`src/rtl/counter_game_driver_if.sv`:
```
// Host + counter side signal bundle for counter_game_driver.
// slave = driver view, master = host/counter view.
interface counter_game_driver_if #(
    parameter int CNT_SIZE   = 5,
    parameter int SCORE_SIZE = 4,
    parameter int CYCLE_W    = 16
);
    // host configuration / control
    logic                  start;
    logic [1:0]            cfg_mode;
    logic                  cfg_load;
    logic [CNT_SIZE-1:0]   cfg_value;
    logic                  abort;
    logic                  busy;
    // counter drive
    logic [1:0]            mode;
    logic                  init;
    logic [CNT_SIZE-1:0]   init_value;
    // counter observation
    logic                  winner;
    logic                  loser;
    logic                  gameover;
    logic [1:0]            who;
    // result record
    logic                  res_valid;
    logic                  res_ready;
    logic [1:0]            res_who;
    logic [CYCLE_W-1:0]    res_cycles;
    logic [SCORE_SIZE-1:0] res_wins;
    logic [SCORE_SIZE-1:0] res_losses;
    logic                  res_timeout;
    logic                  res_mismatch;

    modport slave (
        input  start, cfg_mode, cfg_load, cfg_value, abort,
        input  winner, loser, gameover, who, res_ready,
        output busy, mode, init, init_value,
        output res_valid, res_who, res_cycles, res_wins, res_losses,
        output res_timeout, res_mismatch
    );

    modport master (
        output start, cfg_mode, cfg_load, cfg_value, abort,
        output winner, loser, gameover, who, res_ready,
        input  busy, mode, init, init_value,
        input  res_valid, res_who, res_cycles, res_wins, res_losses,
        input  res_timeout, res_mismatch
    );
endinterface

```
`src/rtl/counter_game_driver.sv`:
```
// Closed-loop driver and shadow scoreboard for the 5-bit counter game.
// Define GAME_DRIVER_TIMEOUT_EN to end RUN after TIMEOUT cycles without gameover.
module counter_game_driver #(
    parameter int CNT_SIZE   = 5,
    parameter int SCORE_SIZE = 4,
    parameter int CYCLE_W    = 16
`ifdef GAME_DRIVER_TIMEOUT_EN
    , parameter int TIMEOUT  = 1000
`endif
) (
    input  logic                  clk,
    input  logic                  rst,
    counter_game_driver_if.slave  gd_io
);

    typedef enum logic [1:0] {
        S_IDLE   = 2'd0,
        S_LOAD   = 2'd1,
        S_RUN    = 2'd2,
        S_REPORT = 2'd3
    } state_e;

    localparam logic [SCORE_SIZE-1:0] SMAX = '1;
    localparam logic [CYCLE_W-1:0]    CMAX = '1;

    state_e state_q, state_d;

    logic [1:0]            mode_q,     mode_d;
    logic [CNT_SIZE-1:0]   value_q,    value_d;
    logic [CYCLE_W-1:0]    cycles_q,   cycles_d;
    logic [SCORE_SIZE-1:0] wins_q,     wins_d;
    logic [SCORE_SIZE-1:0] losses_q,   losses_d;
    logic [1:0]            who_q,      who_d;
    logic                  timeout_q,  timeout_d;
    logic                  mismatch_q, mismatch_d;

    // Values the counters take if this RUN edge is counted.
    logic [CYCLE_W-1:0]    cycles_inc;
    logic [SCORE_SIZE-1:0] wins_inc;
    logic [SCORE_SIZE-1:0] losses_inc;
    logic [1:0]            verdict;
    logic                  timeout_hit;

    assign cycles_inc = (cycles_q == CMAX) ? cycles_q : cycles_q + 1'b1;
    assign wins_inc   = (gd_io.winner && wins_q != SMAX) ? wins_q + 1'b1 : wins_q;
    assign losses_inc = (gd_io.loser && losses_q != SMAX) ? losses_q + 1'b1 : losses_q;

    // Shadow verdict uses the scores including the ending edge.
    always_comb begin
        verdict = 2'b00;
        if (wins_inc == SMAX)
            verdict = 2'b10;
        else if (losses_inc == SMAX)
            verdict = 2'b01;
    end

`ifdef GAME_DRIVER_TIMEOUT_EN
    assign timeout_hit = (cycles_inc == CYCLE_W'(TIMEOUT));
`else
    assign timeout_hit = 1'b0;
`endif

    // ---------------- FSM: state register ----------------
    always_ff @(posedge clk or posedge rst) begin
        if (rst)
            state_q <= S_IDLE;
        else
            state_q <= state_d;
    end

    // ---------------- FSM: next state ----------------
    always_comb begin
        state_d = state_q;
        case (state_q)
            S_IDLE: begin
                if (gd_io.start)
                    state_d = gd_io.cfg_load ? S_LOAD : S_RUN;
            end
            S_LOAD: begin
                state_d = gd_io.abort ? S_IDLE : S_RUN;
            end
            S_RUN: begin
                if (gd_io.abort)
                    state_d = S_IDLE;
                else if (gd_io.gameover || timeout_hit)
                    state_d = S_REPORT;
            end
            S_REPORT: begin
                if (gd_io.res_ready)
                    state_d = S_IDLE;
            end
            default: state_d = S_IDLE;
        endcase
    end

    // ---------------- FSM: outputs ----------------
    always_comb begin
        gd_io.busy         = (state_q != S_IDLE);
        gd_io.init         = (state_q == S_LOAD);
        gd_io.res_valid    = (state_q == S_REPORT);
        gd_io.mode         = mode_q;
        gd_io.init_value   = value_q;
        gd_io.res_who      = who_q;
        gd_io.res_cycles   = cycles_q;
        gd_io.res_wins     = wins_q;
        gd_io.res_losses   = losses_q;
        gd_io.res_timeout  = timeout_q;
        gd_io.res_mismatch = mismatch_q;
    end

    // ---------------- datapath next state ----------------
    always_comb begin
        mode_d     = mode_q;
        value_d    = value_q;
        cycles_d   = cycles_q;
        wins_d     = wins_q;
        losses_d   = losses_q;
        who_d      = who_q;
        timeout_d  = timeout_q;
        mismatch_d = mismatch_q;
        case (state_q)
            S_IDLE: begin
                if (gd_io.start) begin
                    mode_d     = gd_io.cfg_mode;
                    value_d    = gd_io.cfg_value;
                    cycles_d   = '0;
                    wins_d     = '0;
                    losses_d   = '0;
                    who_d      = 2'b00;
                    timeout_d  = 1'b0;
                    mismatch_d = 1'b0;
                end
            end
            S_RUN: begin
                // An aborted game produces no result, so its last edge is not scored.
                if (!gd_io.abort) begin
                    cycles_d = cycles_inc;
                    wins_d   = wins_inc;
                    losses_d = losses_inc;
                    if (gd_io.gameover) begin
                        who_d      = gd_io.who;
                        mismatch_d = (verdict != gd_io.who);
                    end else if (timeout_hit) begin
                        who_d      = 2'b00;
                        timeout_d  = 1'b1;
                        mismatch_d = 1'b0;
                    end
                end
            end
            default: ;
        endcase
    end

    // ---------------- datapath registers ----------------
    always_ff @(posedge clk or posedge rst) begin
        if (rst) begin
            mode_q     <= 2'b00;
            value_q    <= '0;
            cycles_q   <= '0;
            wins_q     <= '0;
            losses_q   <= '0;
            who_q      <= 2'b00;
            timeout_q  <= 1'b0;
            mismatch_q <= 1'b0;
        end else begin
            mode_q     <= mode_d;
            value_q    <= value_d;
            cycles_q   <= cycles_d;
            wins_q     <= wins_d;
            losses_q   <= losses_d;
            who_q      <= who_d;
            timeout_q  <= timeout_d;
            mismatch_q <= mismatch_d;
        end
    end

endmodule

```
`src/flat_wrapper.sv`:
```
// flat-port wrapper written by rule: the top's interface ports become plain ports
module counter_game_driver_flat 
#(
    parameter int CNT_SIZE   = 5,
    parameter int SCORE_SIZE = 4,
    parameter int CYCLE_W    = 16

)
  (clk, rst, gd_io_start, gd_io_cfg_mode, gd_io_cfg_load, gd_io_cfg_value, gd_io_abort, gd_io_winner, gd_io_loser, gd_io_gameover, gd_io_who, gd_io_res_ready, gd_io_busy, gd_io_mode, gd_io_init, gd_io_init_value, gd_io_res_valid, gd_io_res_who, gd_io_res_cycles, gd_io_res_wins, gd_io_res_losses, gd_io_res_timeout, gd_io_res_mismatch);
  counter_game_driver_if #(.CNT_SIZE(CNT_SIZE), .SCORE_SIZE(SCORE_SIZE), .CYCLE_W(CYCLE_W)) gd_io_i ();
  input  logic clk;
  input  logic rst;
  input wire logic [$bits(gd_io_i.start)-1:0] gd_io_start;
  input wire logic [$bits(gd_io_i.cfg_mode)-1:0] gd_io_cfg_mode;
  input wire logic [$bits(gd_io_i.cfg_load)-1:0] gd_io_cfg_load;
  input wire logic [$bits(gd_io_i.cfg_value)-1:0] gd_io_cfg_value;
  input wire logic [$bits(gd_io_i.abort)-1:0] gd_io_abort;
  input wire logic [$bits(gd_io_i.winner)-1:0] gd_io_winner;
  input wire logic [$bits(gd_io_i.loser)-1:0] gd_io_loser;
  input wire logic [$bits(gd_io_i.gameover)-1:0] gd_io_gameover;
  input wire logic [$bits(gd_io_i.who)-1:0] gd_io_who;
  input wire logic [$bits(gd_io_i.res_ready)-1:0] gd_io_res_ready;
  output wire logic [$bits(gd_io_i.busy)-1:0] gd_io_busy;
  output wire logic [$bits(gd_io_i.mode)-1:0] gd_io_mode;
  output wire logic [$bits(gd_io_i.init)-1:0] gd_io_init;
  output wire logic [$bits(gd_io_i.init_value)-1:0] gd_io_init_value;
  output wire logic [$bits(gd_io_i.res_valid)-1:0] gd_io_res_valid;
  output wire logic [$bits(gd_io_i.res_who)-1:0] gd_io_res_who;
  output wire logic [$bits(gd_io_i.res_cycles)-1:0] gd_io_res_cycles;
  output wire logic [$bits(gd_io_i.res_wins)-1:0] gd_io_res_wins;
  output wire logic [$bits(gd_io_i.res_losses)-1:0] gd_io_res_losses;
  output wire logic [$bits(gd_io_i.res_timeout)-1:0] gd_io_res_timeout;
  output wire logic [$bits(gd_io_i.res_mismatch)-1:0] gd_io_res_mismatch;
  assign gd_io_i.start = gd_io_start;
  assign gd_io_i.cfg_mode = gd_io_cfg_mode;
  assign gd_io_i.cfg_load = gd_io_cfg_load;
  assign gd_io_i.cfg_value = gd_io_cfg_value;
  assign gd_io_i.abort = gd_io_abort;
  assign gd_io_i.winner = gd_io_winner;
  assign gd_io_i.loser = gd_io_loser;
  assign gd_io_i.gameover = gd_io_gameover;
  assign gd_io_i.who = gd_io_who;
  assign gd_io_i.res_ready = gd_io_res_ready;
  assign gd_io_busy = gd_io_i.busy;
  assign gd_io_mode = gd_io_i.mode;
  assign gd_io_init = gd_io_i.init;
  assign gd_io_init_value = gd_io_i.init_value;
  assign gd_io_res_valid = gd_io_i.res_valid;
  assign gd_io_res_who = gd_io_i.res_who;
  assign gd_io_res_cycles = gd_io_i.res_cycles;
  assign gd_io_res_wins = gd_io_i.res_wins;
  assign gd_io_res_losses = gd_io_i.res_losses;
  assign gd_io_res_timeout = gd_io_i.res_timeout;
  assign gd_io_res_mismatch = gd_io_i.res_mismatch;
  counter_game_driver #(.CNT_SIZE(CNT_SIZE), .SCORE_SIZE(SCORE_SIZE), .CYCLE_W(CYCLE_W)) u_core (.clk(clk), .rst(rst), .gd_io(gd_io_i));
endmodule
```
`config.mk`:
```
export PLATFORM = sky130hd
export DESIGN_NAME = counter_game_driver_flat
export DESIGN_NICKNAME = d
export VERILOG_FILES = /design/src/rtl/counter_game_driver_if.sv /design/src/rtl/counter_game_driver.sv /design/src/flat_wrapper.sv
export SDC_FILE = /design/constraint.sdc
export NUM_CORES = 1
export LEC_CHECK = 0
export ABC_AREA = 1
export CORE_ASPECT_RATIO = 0.9
export CORE_MARGIN = 2
export CORE_UTILIZATION = 49
export CTS_CLUSTER_SIZE = 10
export DETAILED_ROUTE_END_ITERATION = 12
export PLACE_DENSITY = 0.87
export SLEW_MARGIN = 20
export SYNTH_ARGS = -nofsm -noshare
export SYNTH_HDL_FRONTEND = slang
export SYNTH_SLANG_ARGS = --single-unit
```
`constraint.sdc`:
```
create_clock -name clk -period 1.9 [get_ports clk]
set_input_delay 0.19 -clock clk [delete_from_list [all_inputs] [get_ports clk]]
set_output_delay 0.19 -clock clk [all_outputs]
set_load 0.02 [all_outputs]
```
* Yosys cells after proc, flatten, opt, wreduce, memory -nomap -nowiden *
Index checks and enable logic that the tools add are counted.

storage, ports and cells
  bits in registers = 36
  bits of input ports = 18
  output and inout bits = 38
  word-level logic and storage cells = 64

operators by class
  add/subtract/negate cells = 3
  eq/ne operators = 15
  multiplexer cells = 28
  reduce and logical (&&, ||, !) cells = 10

operator list
  kind                                                              number
  16-bit two-way mux                                                3
  16-bit one-hot mux with 2 select lines                            1
  2-bit two-way mux                                                 10
  4-bit two-way mux                                                 5
  16-bit by 1-bit adder with 16-bit output (second input constant)  1
  16-bit == test (second input constant)                            1
  4-bit one-hot mux with 2 select lines                             2
  2-bit != test (second input constant)                             5
  4-bit by 1-bit adder with 4-bit output (second input constant)    2
  4-bit == test (second input constant)                             2
  4-bit != test (second input constant)                             2
  2-bit one-hot mux with 4 select lines                             1
  4-bit AND reduction                                               2
  3-bit AND reduction                                               2
  2-bit == test (second input constant)                             2
  1-bit two-way mux                                                 4
  2-bit one-hot mux with 2 select lines                             1
  2-bit nonzero test                                                2
  3-bit != test (second input constant)                             1
  2-bit by 1-bit == test with 1-bit output (second input constant)  1
  1-bit logical AND                                                 2
  2-bit zero test                                                   1
  2-bit != test                                                     1
  1-bit one-hot mux with 2 select lines                             1
  2-bit AND reduction                                               1

* Longest topological paths before layout *
Gate-level depths: netlist (run 1).

  word-level depth = 10
  depth in mapped cells = 13
  mapped depth without buffers = 13

* Least setup slack after synthesis (run 1) *
Ideal clock, no wire load.

  path kind = register -> register
  start point = reg u_core.losses_q[1], in the netlist u_core.gd_io.res_losses[1]
  end point = reg u_core.mismatch_q, in the netlist u_core.gd_io.res_mismatch
  setup time = 0.116 ns
  arrival = 1.490 ns
  data required time = 1.784 ns
  path slack = 0.294 ns
  stages on the path, launching flop included = 13
  buffers on the path = 0
  clock period less this slack = 1.606 ns
  path through = dfrtp_1 ha_1 nand3_1 nand2_1 nand2_1 nand2_1 nand2_1 nor2_1 nand2_1 nand2_1 nand3_1 nand2_1 nand2_1

on the way
  cells in the longest elaborated chain, start to end = 10
  elaborated cells between the ends (all ways) = 11
  those cells by class = add/sub (1); eq/ne (3); mux (6); reduce/logical (1)

ends and longest elaborated chain
  item                                                                            RTL line                    RTL
  start, declared                                                                 counter_game_driver.sv:32   logic [SCORE_SIZE-1:0] losses_q, losses_d;
  start signal, assigned                                                          counter_game_driver.sv:170  losses_q <= losses_d;
  branches (longest 2 deep; another with 4-bit by 1-bit adder with 4-bit output)  --
  4-bit two-way mux (*)                                                           counter_game_driver.sv:46   assign losses_inc = (gd_io.loser && losses_q != SMAX) ? losses_q + 1'b1 : losses_q;
  4-bit == test (*)                                                               counter_game_driver.sv:53   else if (losses_inc == SMAX)
  1-bit two-way mux (*)                                                           counter_game_driver.sv:53
  2-bit two-way mux (*)                                                           counter_game_driver.sv:51   if (wins_inc == SMAX)
  2-bit != test (*)                                                               counter_game_driver.sv:142  mismatch_d = (verdict != gd_io.who);
  1-bit two-way mux (*)                                                           counter_game_driver.sv:140  if (gd_io.gameover) begin
  1-bit two-way mux (*)                                                           counter_game_driver.sv:136  if (!gd_io.abort) begin
  1-bit one-hot mux with 2 select lines (*)                                       counter_game_driver.sv:121  case (state_q)
  end signal, assigned                                                            counter_game_driver.sv:173  mismatch_q <= mismatch_d;
  end, declared                                                                   counter_game_driver.sv:35   logic mismatch_q, mismatch_d;

Mark *: on every way between the ends. The select of a mux whose other input is x is not followed.
A chain may end at the register's enable or synchronous reset.

* Worst setup path in the final report (run 1) *
  start point = reg u_core.state_q[1]
  end point = out gd_io_res_valid

on the way
  cells in the longest elaborated chain, start to end = 1

ends and longest elaborated chain
  item                    RTL line                    RTL
  start, declared         counter_game_driver.sv:26   state_e state_q, state_d;
  start signal, assigned  counter_game_driver.sv:68   state_q <= state_d;
  2-bit == test           counter_game_driver.sv:100  gd_io.res_valid = (state_q == S_REPORT);
  end, declared           flat_wrapper.sv:27          output wire logic [$bits(gd_io_i.res_valid)-1:0] gd_io_res_valid;

No other way between the ends.

==> impl_metrics.py, run 1 <==
metrics = {
    "run_status": {
        "outcome": "complete, no violations",
    },
    "pwr": {
        "ir_drop_uv": 1130,
        "total_power_uw": 3130,
        "leakage_uw": 0.00126,
        "p_per_area_nw_per_um2": 1110,
    },
    "timing": {
        "fin_crit_ps": 1800,
        "rsz0062_at_grt": "no",
        "tightest_slew_ps": 584,
        "fin_setup_tns_ps": 0,
        "fin_skew_ps": 7.03,
        "maxSlewHeadroom_pct": 60.8,
        "setup_viol_count_final": 0,
        "layout_worst_path_cycle_share_pct": 94.7,
        "slew_viol_final": 0,
        "clock.fmax_mhz": 556,
        "final-hold-violation-count": 0,
    },
    "clock_tree": {
        "hold_buffers": 0,
        "cts_buffer_depth": 2,
        "cts_max_level": 2,
        "clock_latency_ps": 300,
        "clkSinkCount": 36,
        "cts.clk_slew.worst_paths_ps": 80,
        "cts_root_buf": "clkbuf_8",
        "cts_tree": "built",
        "numCtsBuffers": 5,
    },
    "setup_path": {
        "worst_path_largest_cell_delay_ps": 600,
        "crit_end": "gd_io_res_valid",
        "path_buf_inv": 2,
        "cp_cell_sequence": "nand2_1, inv_1, clkdlybuf4s50_1",
        "required_ps": 1710,
        "endpoint_kind": "output port",
        "crit_family": "buffers and inverters",
        "worstSetupPathType": "flip-flop to output port",
        "crit_fanout": 5,
        "rrSetupSlack_ps": 200,
        "crit_cells": 3,
        "worstReg2RegStart": "u_core.state_q[0]",
        "cp_slowest_cell": "clkdlybuf4s50_1",
        "start_kind": "flip-flop",
        "r2r_end": "u_core.state_q[1]",
        "rr_worst_depth": 7,
        "arrival_ps": 1610,
        "cp-startpoint": "u_core.state_q[1]",
    },
    "grt": {
        "grt_overflow": 0,
        "gr-usage-met3_pct": 3.93,
        "grt_pass1_wl_um": 8710,
        "antenna_found_initial": 0,
        "grt_busiest_layer": "met2",
        "grt_max_degree": 37,
        "use_met1_pct": 33.0,
        "grtUsageMet2_pct": 36.2,
        "grt_pass1_vias": 1899,
        "track_usage_pct": 23.3,
    },
    "routing": {
        "final_antenna_net_count": 0,
        "drtIter0Drc": 131,
        "vias": 2122,
        "drt-total-wl_um": 5310,
        "drcViolationCount": 0,
        "drtPass1Iterations": 4,
        "vias_per_cell": 5.37,
        "routedWlPerCell_um": 13.4,
    },
    "layout": {
        "multi_input_area_um2": 1050,
        "syn_to_final_growth_pct": 31.4,
        "seq_area_um2": 901,
        "fill_cells": 349,
        "drive_gt1_share_pct": 8.65,
        "nets": 367,
        "antenna_cells": 0,
        "finish.utilization_pct": 68.3,
    },
    "floorplan": {
        "initial_core_util_pct": 52.0,
        "fp-row-count": 22,
        "dieWidth_um": 73.8,
        "die_h_um": 66.8,
        "io-pin-count": 56,
        "die_area_um2": 4930,
        "coreArea_um2": 4130,
    },
    "hold_path": {
        "hold_path.class": "input port to asynchronous set/reset pin",
    },
    "synthesis": {
        "ys_ff_latch": 36,
        "synth_ff_type": "dfrtp_1",
        "synth_cells": 287,
        "yosysWarnings": 0,
        "synth_edf_count": 0,
        "seq_area_frac_synth_pct": 42.0,
        "synthesis.area_um2": 2150,
        "synth_nets": 308,
        "synth_cell_types": 33,
        "avgSynthCellArea_um2": 7.48,
        "async_flop_share_pct": 100,
    },
    "placed_design": {
        "hpwl_um": 3940,
        "gp_congestion": 0.932,
        "port_buffers": 54,
    },
    "job": {
        "maxCapViolCount": 0,
    },
}
==> synth_stat cells (all sizes together) (4+ instances only) <==
| master | n | share of area (%) |
|---|---|---|
| buf | 4 | 1.5 |
| o21ai | 11 | 2.6 |
| nand4 | 11 | 3.2 |
| nor3 | 8 | 1.9 |
| o31ai | 4 | 1.9 |
| xor2 | 7 | 2.9 |
| nor2 | 24 | 4.9 |
| inv | 43 | 7.5 |
| o22ai | 6 | 1.7 |
| nand3 | 25 | 5.8 |
| nand2 | 92 | 18 |
| dfrtp | 36 | 42 |
==> layer usage <==
layer  routed length, µm  share of wire, %
met1                2410                45
met2                2490                47
met3                 330               6.2
met4                  80               1.5
met5                   0                 0
==> repair_timing <==
item / in CTS / in global routing
endpoints found under the setup margin: 0 / 6
resized for setup: 0 / 3
setup buffers: 0 / 0
==> worst register-to-register path: cells and delay by family, from the launching register on <==
family                 cells  cell delay, ps
and+or+nand+nor            1             160
DFF                        1             450
buffers and inverters      3             360
AOI/OAI and AO/OA          3             660
==> metrics by stage <==
| stage | hold slack (ps) | setup WS [ps] | std cells | instance area, µm² |
|---|---|---|---|---|
| after floorplan | 307 | 294 | 287 | 2150 |
| after global placement | 468 | 220 | 387 | 2720 |
| after detailed placement | 462 | 147 | 387 | 2720 |
| after CTS | 323 | 148 | 395 | 2810 |
| after global routing | 370 | 13.7 | 395 | 2820 |
| final | 300 | 101 | 395 | 2820 |
==> flip-flops by register name, summed over array words and instances (netlist names) <==
name	cells
u_core.gd_io.mode	2
u_core.gd_io.res_mismatch	1
u_core.gd_io.init_value	5
u_core.gd_io.res_losses	4
u_core.state_q	2
u_core.gd_io.res_who	2
u_core.gd_io.res_cycles	16
u_core.gd_io.res_wins	4
==> how the worst min path moves through the flow <==
stage | slack [ps] | depth (start not counted) | to | start
finish | 300 | 3 | u_core.gd_io.mode[1] | rst
global route | 370 | 3 | u_core.gd_io.mode[1] | rst
CTS | 320 | 3 | u_core.gd_io.init_value[0] | rst
detailed placement | 460 | 2 | u_core.gd_io.mode[0] | u_core.gd_io.mode[0]
global placement | 470 | 2 | u_core.gd_io.init_value[3] | u_core.gd_io.init_value[3]
floorplan | 310 | 2 | u_core.gd_io.init_value[0] | gd_io_cfg_value[0]
==> final cells by class <==
| type | instances | share of cell area (%) |
|---|---|---|
| clock buffers | 5 | 2.44 |
| clock inverters | 3 | 0.666 |
| inverters | 43 | 5.73 |
| multi-input cells | 203 | 37.1 |
| flip-flops and latches | 36 | 32.0 |
| well taps | 48 | 2.13 |
| repair buffers | 57 | 20.0 |
==> cell usage in the layout, fill, tap and decap left out, types with 3 or more instances in the layout <==
cell type,synthesis,layout
nand2_1,87,87
clkdlybuf4s50_1,0,54
inv_1,38,38
dfrtp_1,36,36
nand3_1,25,25
nor2_1,20,19
nand4_1,11,11
o21ai_0,11,10
nor3_1,8,8
xor2_1,7,7
o22ai_1,6,6
inv_2,5,5
clkbuf_8,1,5
nor2_2,3,3
ha_1,3,3
buf_4,2,3
==> cell families (layout without fill, tap and decap cells) <==
group | Yosys count | count (layout) | share of synthesized area (%)
AO/OA/AOI/OAI | 29 | 29 | 8.80
XOR/XNOR | 7 | 7 | 2.86
adder cells (fa/ha/maj) | 3 | 3 | 1.75
buffers and inverters | 48 | 108 | 9.62
flip-flops | 36 | 36 | 42.0
other | 1 | 1 | 0.175
AND/OR/NAND/NOR | 163 | 163 | 34.8
==> where the power goes <==
group	internal, µW	leakage [µW]	switching [µW]	total, µW
registers	940	0.000484	169	1110
clock network	255	0.0000479	292	547
logic	583	0.000729	892	1470
Note: power is estimated with default switching activity, not from simulation.
==> inputs of run 2 (changes only) <==
Settings changed: ABC_AREA 1 to not set, CORE_UTILIZATION 49 to 48, PLACE_DENSITY 0.87 to 0.8.
==> run 2 against run 1 <==
Net effect: first-iteration DRC count fell by 21%; sequential share of layout area down 0.42 points; global-route usage fell by 2.5 points; count of clock-buffer cells in the layout grew 3; highest routed layer unchanged; critical path depth grew 1; setup slack worse by 42 ps; routed wire length decreased by 12%; non-clock buffer count grew 25; register-to-register slack worse by 130 ps.
==> impl_metrics.py, run 2 <==
metrics = {
    "run_status": {
        "outcome": "complete, no violations",
    },
    "setup_path": {
        "crit_fanout": 6,
        "path_buf_inv": 3,
        "cp_slowest_cell": "clkdlybuf4s50_1",
        "arrival_ps": 1650,
        "crit_family": "buffers and inverters",
        "endpoint_kind": "output port",
        "worstSetupPathType": "flip-flop to output port",
        "required_ps": 1710,
        "worst_path_largest_cell_delay_ps": 530,
        "cp_cell_sequence": "buf_4, nor2_1, inv_1, clkdlybuf4s50_1",
        "start_kind": "flip-flop",
    },
    "synthesis": {
        "synth.largest_area_cell": "dfrtp_1",
        "yosysWarnings": 0,
        "synthTopCellsByArea": "dfrtp_1, nand2_1, nand3_1, a21oi_1, o21ai_0",
        "avgSynthCellArea_um2": 9.17,
        "synthesis.area_um2": 1990,
        "synth_nets": 238,
        "synthTopCellsByCount": "nand2_1, dfrtp_1, nand3_1, nor2_1",
        "async_flop_share_pct": 100,
        "yosys.area.top_type_share_pct": 45.3,
        "synth_cell_types": 46,
        "synth_most_common_cell": "nand2_1",
        "synth_ff_type": "dfrtp_1",
        "seq_area_frac_synth_pct": 45.3,
        "ys_ff_latch": 36,
        "synth_cells": 217,
        "synth_edf_count": 0,
    },
    "clock_tree": {
        "clkSinkCount": 36,
        "cts_root_buf": "clkbuf_8",
        "hold_buffers": 0,
        "cts_max_level": 2,
        "cts_buffer_depth": 2,
        "cts.clk_slew.worst_paths_ps": 70,
        "cts_tree": "built",
        "numCtsBuffers": 5,
        "clock_latency_ps": 290,
    },
    "layout": {
        "nets": 318,
        "mostFrequentLayoutCell": "clkdlybuf4s50_1",
        "multi_input_area_um2": 1030,
        "antenna_cells": 0,
        "mostFrequentLayoutCells": "clkdlybuf4s50_1, nand2_1, dfrtp_1",
        "seq_area_um2": 903,
        "drive_gt1_share_pct": 17.8,
        "fill_cells": 294,
        "largest_reg_flops": 16,
        "fin_area_um2": 2860,
        "syn_to_final_growth_pct": 44.0,
    },
    "timing": {
        "fin_skew_ps": 2.87,
        "fin_crit_ps": 1840,
        "slew_viol_final": 0,
        "layout_worst_path_cycle_share_pct": 96.9,
        "timing.hold.ws_ps": 295,
        "final-hold-violation-count": 0,
        "clock.fmax_mhz": 543,
        "setup_viol_count_final": 0,
        "fin_setup_tns_ps": 0,
        "setup_ws_ps": 58.8,
    },
    "routing": {
        "drtIter0Drc": 104,
        "final_antenna_net_count": 0,
        "vias": 1867,
        "drt-total-wl_um": 4690,
        "vias_per_cell": 5.40,
        "routedWlPerCell_um": 13.6,
        "drtPass1Iterations": 5,
        "drcViolationCount": 0,
    },
    "pwr": {
        "p_per_area_nw_per_um2": 1140,
        "ir_drop_uv": 769,
        "leakage_uw": 0.00122,
    },
    "grt": {
        "grt_pass1_wl_um": 7680,
        "grt_pass1_vias": 1682,
        "grt_overflow": 0,
        "antenna_found_initial": 0,
        "track_usage_pct": 20.8,
        "grt_max_degree": 37,
    },
    "placed_design": {
        "gp_congestion": 0.798,
        "preCtsSetupSlack_ps": -150,
        "postPlaceCellArea_um2": 2720,
        "port_buffers": 54,
        "hpwl_um": 3450,
    },
    "floorplan": {
        "initial_core_util_pct": 49.5,
        "fp-row-count": 22,
        "dieWidth_um": 71.9,
        "die_h_um": 65.1,
        "coreArea_um2": 4020,
        "io-pin-count": 56,
        "die_area_um2": 4680,
    },
    "hold_path": {
        "hold_path.class": "input port to asynchronous set/reset pin",
    },
    "job": {
        "maxCapViolCount": 0,
    },
}
-- run 2: area by class of cell --
type	instances	area share (%)
clock buffers	8	3.15
inverters	8	1.05
multi-input cells	164	36.0
flip-flops and latches	36	31.5
well taps	48	2.10
repair buffers	82	26.2
-- run 2: cell families (layout without fill, tap and decap cells) --
kind of cell             after synthesis  count (layout)  share of synthesized area, %
XOR/XNOR                               7               7                          3.08
other                                  1               1                         0.188
AO/OA/AOI/OAI                         45              46                          17.1
flip-flops                            36              36                          45.3
adder cells (fa/ha/maj)                3               3                          1.89
multiplexers                           2               2                          1.13
buffers and inverters                 18              98                          5.16
AND/OR/NAND/NOR                      105             105                          26.2
-- run 2: timing repair --
| item | in CTS | in global routing |
|---|---|---|
| gates resized for setup | 0 | 5 |
| setup endpoints to repair | 0 | 8 |
| setup buffers | 0 | 2 |
-- run 2: per-layer routing --
layer,track usage [%],up-vias,part of all wire [%]
li1,-,935,-
met1,29.2,890,47
met2,32.5,36,49
met3,4.20,6,3.9
met4,6.37,0,0.87
met5,0,-,0
-- run 2: stage by stage --
step / total power (µW) / utilization (%) / cells
3_3_place_gp: 2650 / 67.7 / 335
2_1_floorplan: 1940 / - / 217
4_1_cts: 3230 / 70.0 / 343
5_1_grt: 3470 / 71.3 / 346
6_report: 3260 / 71.3 / 346
3_5_place_dp: 2670 / 67.7 / 335
-- run 2: final timing paths --
check,depth (start not counted),start,slack [ps],to
max,4,u_core.state_q[1],60,gd_io_busy
min,3,rst,290,u_core.gd_io.res_losses[1]
max reg2reg,5,u_core.state_q[1],70,u_core.gd_io.res_cycles[11]
min reg2reg,2,u_core.gd_io.init_value[3],480,u_core.gd_io.init_value[3]
max in group asynchronous,3,rst,1260,u_core.state_q[1]
min in group clk,3,gd_io_cfg_value[1],420,u_core.gd_io.init_value[1]
-- run 2: where the power goes --
group | leakage (µW) | internal [µW] | switching (µW)
Sequential | 0.000480 | 951 | 152
Clock | 0.0000455 | 296 | 262
Combinational | 0.000695 | 779 | 817
Total | 0.00122 | 2030 | 1230
-- run 2: worst min-delay path, stage by stage --
cell and delay, ps:
clkdlybuf4s50_1 390, inv_1 50, buf_4 390
==> inputs of run 3 (changes only) <==
Settings changed: SETUP_SLACK_MARGIN set to 0.1.
==> run 3 against run 2 <==
Net effect: clock power increased by 8.3%; non-clock buffer count decreased by 4; final area increased by 3.2%; die area unchanged; flip-flop and latch count unchanged; maximum frequency increased by 0.26%; critical path depth increased by 1; final cell count decreased by 1.2%; combinational power increased by 4%; global-route usage increased by 1.6 points; first-iteration DRC count increased by 47%.
==> impl_metrics.py, run 3 (same netlist as run 2, synthesis figures left out) <==
metrics = {
    "placed_design": {
        "gp_congestion": 0.811,
        "port_buffers": 54,
        "hpwl_um": 3460,
    },
    "routing": {
        "routedWlPerCell_um": 15.3,
        "final_antenna_net_count": 0,
        "drtIter0Drc": 153,
        "drt-total-wl_um": 5220,
        "drcViolationCount": 0,
        "vias": 1908,
        "drtPass1Iterations": 4,
        "vias_per_cell": 5.58,
    },
    "timing": {
        "clock.fmax_mhz": 545,
        "layout_worst_path_cycle_share_pct": 96.7,
        "setup_viol_count_final": 0,
        "fin_crit_ps": 1840,
        "fin_setup_tns_ps": 0,
        "fin_skew_ps": 10.1,
        "slew_viol_final": 0,
        "final-hold-violation-count": 0,
        "rsz0062_at_grt": "yes",
    },
    "job": {
        "maxCapViolCount": 0,
    },
    "pwr": {
        "ir_drop_uv": 931,
        "total_power_uw": 3390,
        "leakage_uw": 0.00122,
        "p_per_area_nw_per_um2": 1150,
    },
    "clock_tree": {
        "clkSinkCount": 36,
        "clock_latency_ps": 290,
        "cts.clk_slew.worst_paths_ps": 80,
        "cts_root_buf": "clkbuf_8",
        "cts_tree": "built",
        "numCtsBuffers": 5,
        "hold_buffers": 0,
        "cts_buffer_depth": 2,
        "cts_max_level": 2,
    },
    "setup_path": {
        "worst_path_largest_cell_delay_ps": 510,
        "arrival_ps": 2060,
        "crit_fanout": 6,
        "crit_family": "compound AO/OA/AOI/OAI gates",
        "start_kind": "flip-flop",
        "cp_cell_sequence": "nand3_2, a2111oi_4, o211ai_4, or3_1, a21oi_2",
        "worstSetupPathType": "flip-flop to flip-flop",
        "path_buf_inv": 0,
        "endpoint_kind": "flip-flop",
        "cp_slowest_cell": "a2111oi_4",
        "required_ps": 2130,
    },
    "floorplan": {
        "io-pin-count": 56,
        "fp-row-count": 22,
        "dieWidth_um": 71.9,
        "coreArea_um2": 4020,
        "die_h_um": 65.1,
        "initial_core_util_pct": 49.5,
        "die_area_um2": 4680,
    },
    "layout": {
        "drive_gt1_share_pct": 22.8,
        "nets": 314,
        "seq_area_um2": 918,
        "mostFrequentLayoutCells": "clkdlybuf4s50_1, nand2_1, buf_4",
        "antenna_cells": 0,
        "fill_cells": 303,
        "syn_to_final_growth_pct": 48.6,
        "multi_input_area_um2": 1120,
        "largest_reg_flops": 16,
        "mostFrequentLayoutCell": "clkdlybuf4s50_1",
    },
    "hold_path": {
        "hold_path.class": "input port to asynchronous set/reset pin",
    },
    "grt": {
        "grt_pass1_vias": 1778,
        "track_usage_pct": 22.5,
        "grt_max_degree": 37,
        "grt_pass1_wl_um": 8260,
        "grt_overflow": 0,
        "antenna_found_initial": 0,
    },
    "run_status": {
        "outcome": "complete, no violations",
    },
}
## run 3: path summary, 6_finish.rpt
check / start / endpoint / slack, ps / cells after the start
min reg2reg: u_core.gd_io.init_value[4] / u_core.gd_io.init_value[4] / 470 / 2
max reg2reg: u_core.gd_io.res_cycles[4] / u_core.gd_io.res_cycles[15] / 60 / 5
min in group clk: gd_io_cfg_value[0] / u_core.gd_io.init_value[0] / 420 / 3
max in group asynchronous: rst / u_core.gd_io.res_cycles[2] / 1250 / 3
max: u_core.gd_io.res_cycles[4] / u_core.gd_io.res_cycles[15] / 60 / 5
min: rst / u_core.gd_io.init_value[0] / 300 / 3
## run 3: power breakdown
part           leakage [µW]  total (µW)  switching, µW  internal, µW
logic              0.000710        1660            863           793
registers          0.000460        1130            173           957
clock network     0.0000515         603            272           331
## run 3: final cells by class
type	instances	share of cell area, %
Inverter	8	1.02
Multi-Input combinational cell	164	37.8
Clock buffer	8	3.39
Tap cell	48	2.03
Sequential cell	36	31.1
Timing Repair Buffer	78	24.7
## run 3: worst min-delay path, delay by kind of cell
kind,cells,cell delay [ps]
buffers and inverters,3,830
## run 3: routing by layer
| metal | global-route usage (%) | vias to the layer above | share of wire [%] |
|---|---|---|---|
| li1 | - | 921 | - |
| met1 | 30.5 | 917 | 45 |
| met2 | 36.3 | 63 | 48 |
| met3 | 5.29 | 7 | 5.9 |
| met4 | 5.42 | 0 | 1.0 |
| met5 | 0 | - | 0 |
## run 3: what timing repair did
item | in CTS | in global routing
buffers inserted | 2 | 3
gates resized for setup | 9 | 15
endpoints found under the setup margin | 16 | 19
cloned | 0 | 1
pin swaps | 2 | 8
## run 3: metrics by stage
stage                     setup slack (ps)  hold slack (ps)  cell area (µm²)  utilization, %  instances
final                                 63.5              298             2960            73.6        342
after global routing                 0.389              380             2960            73.6        342
after CTS                             92.0              325             2860            71.0        338
after detailed placement              -174              461             2680            66.8        328
after global placement                -111              457             2680            66.8        328
after floorplan                       85.9              295             2010               -        217
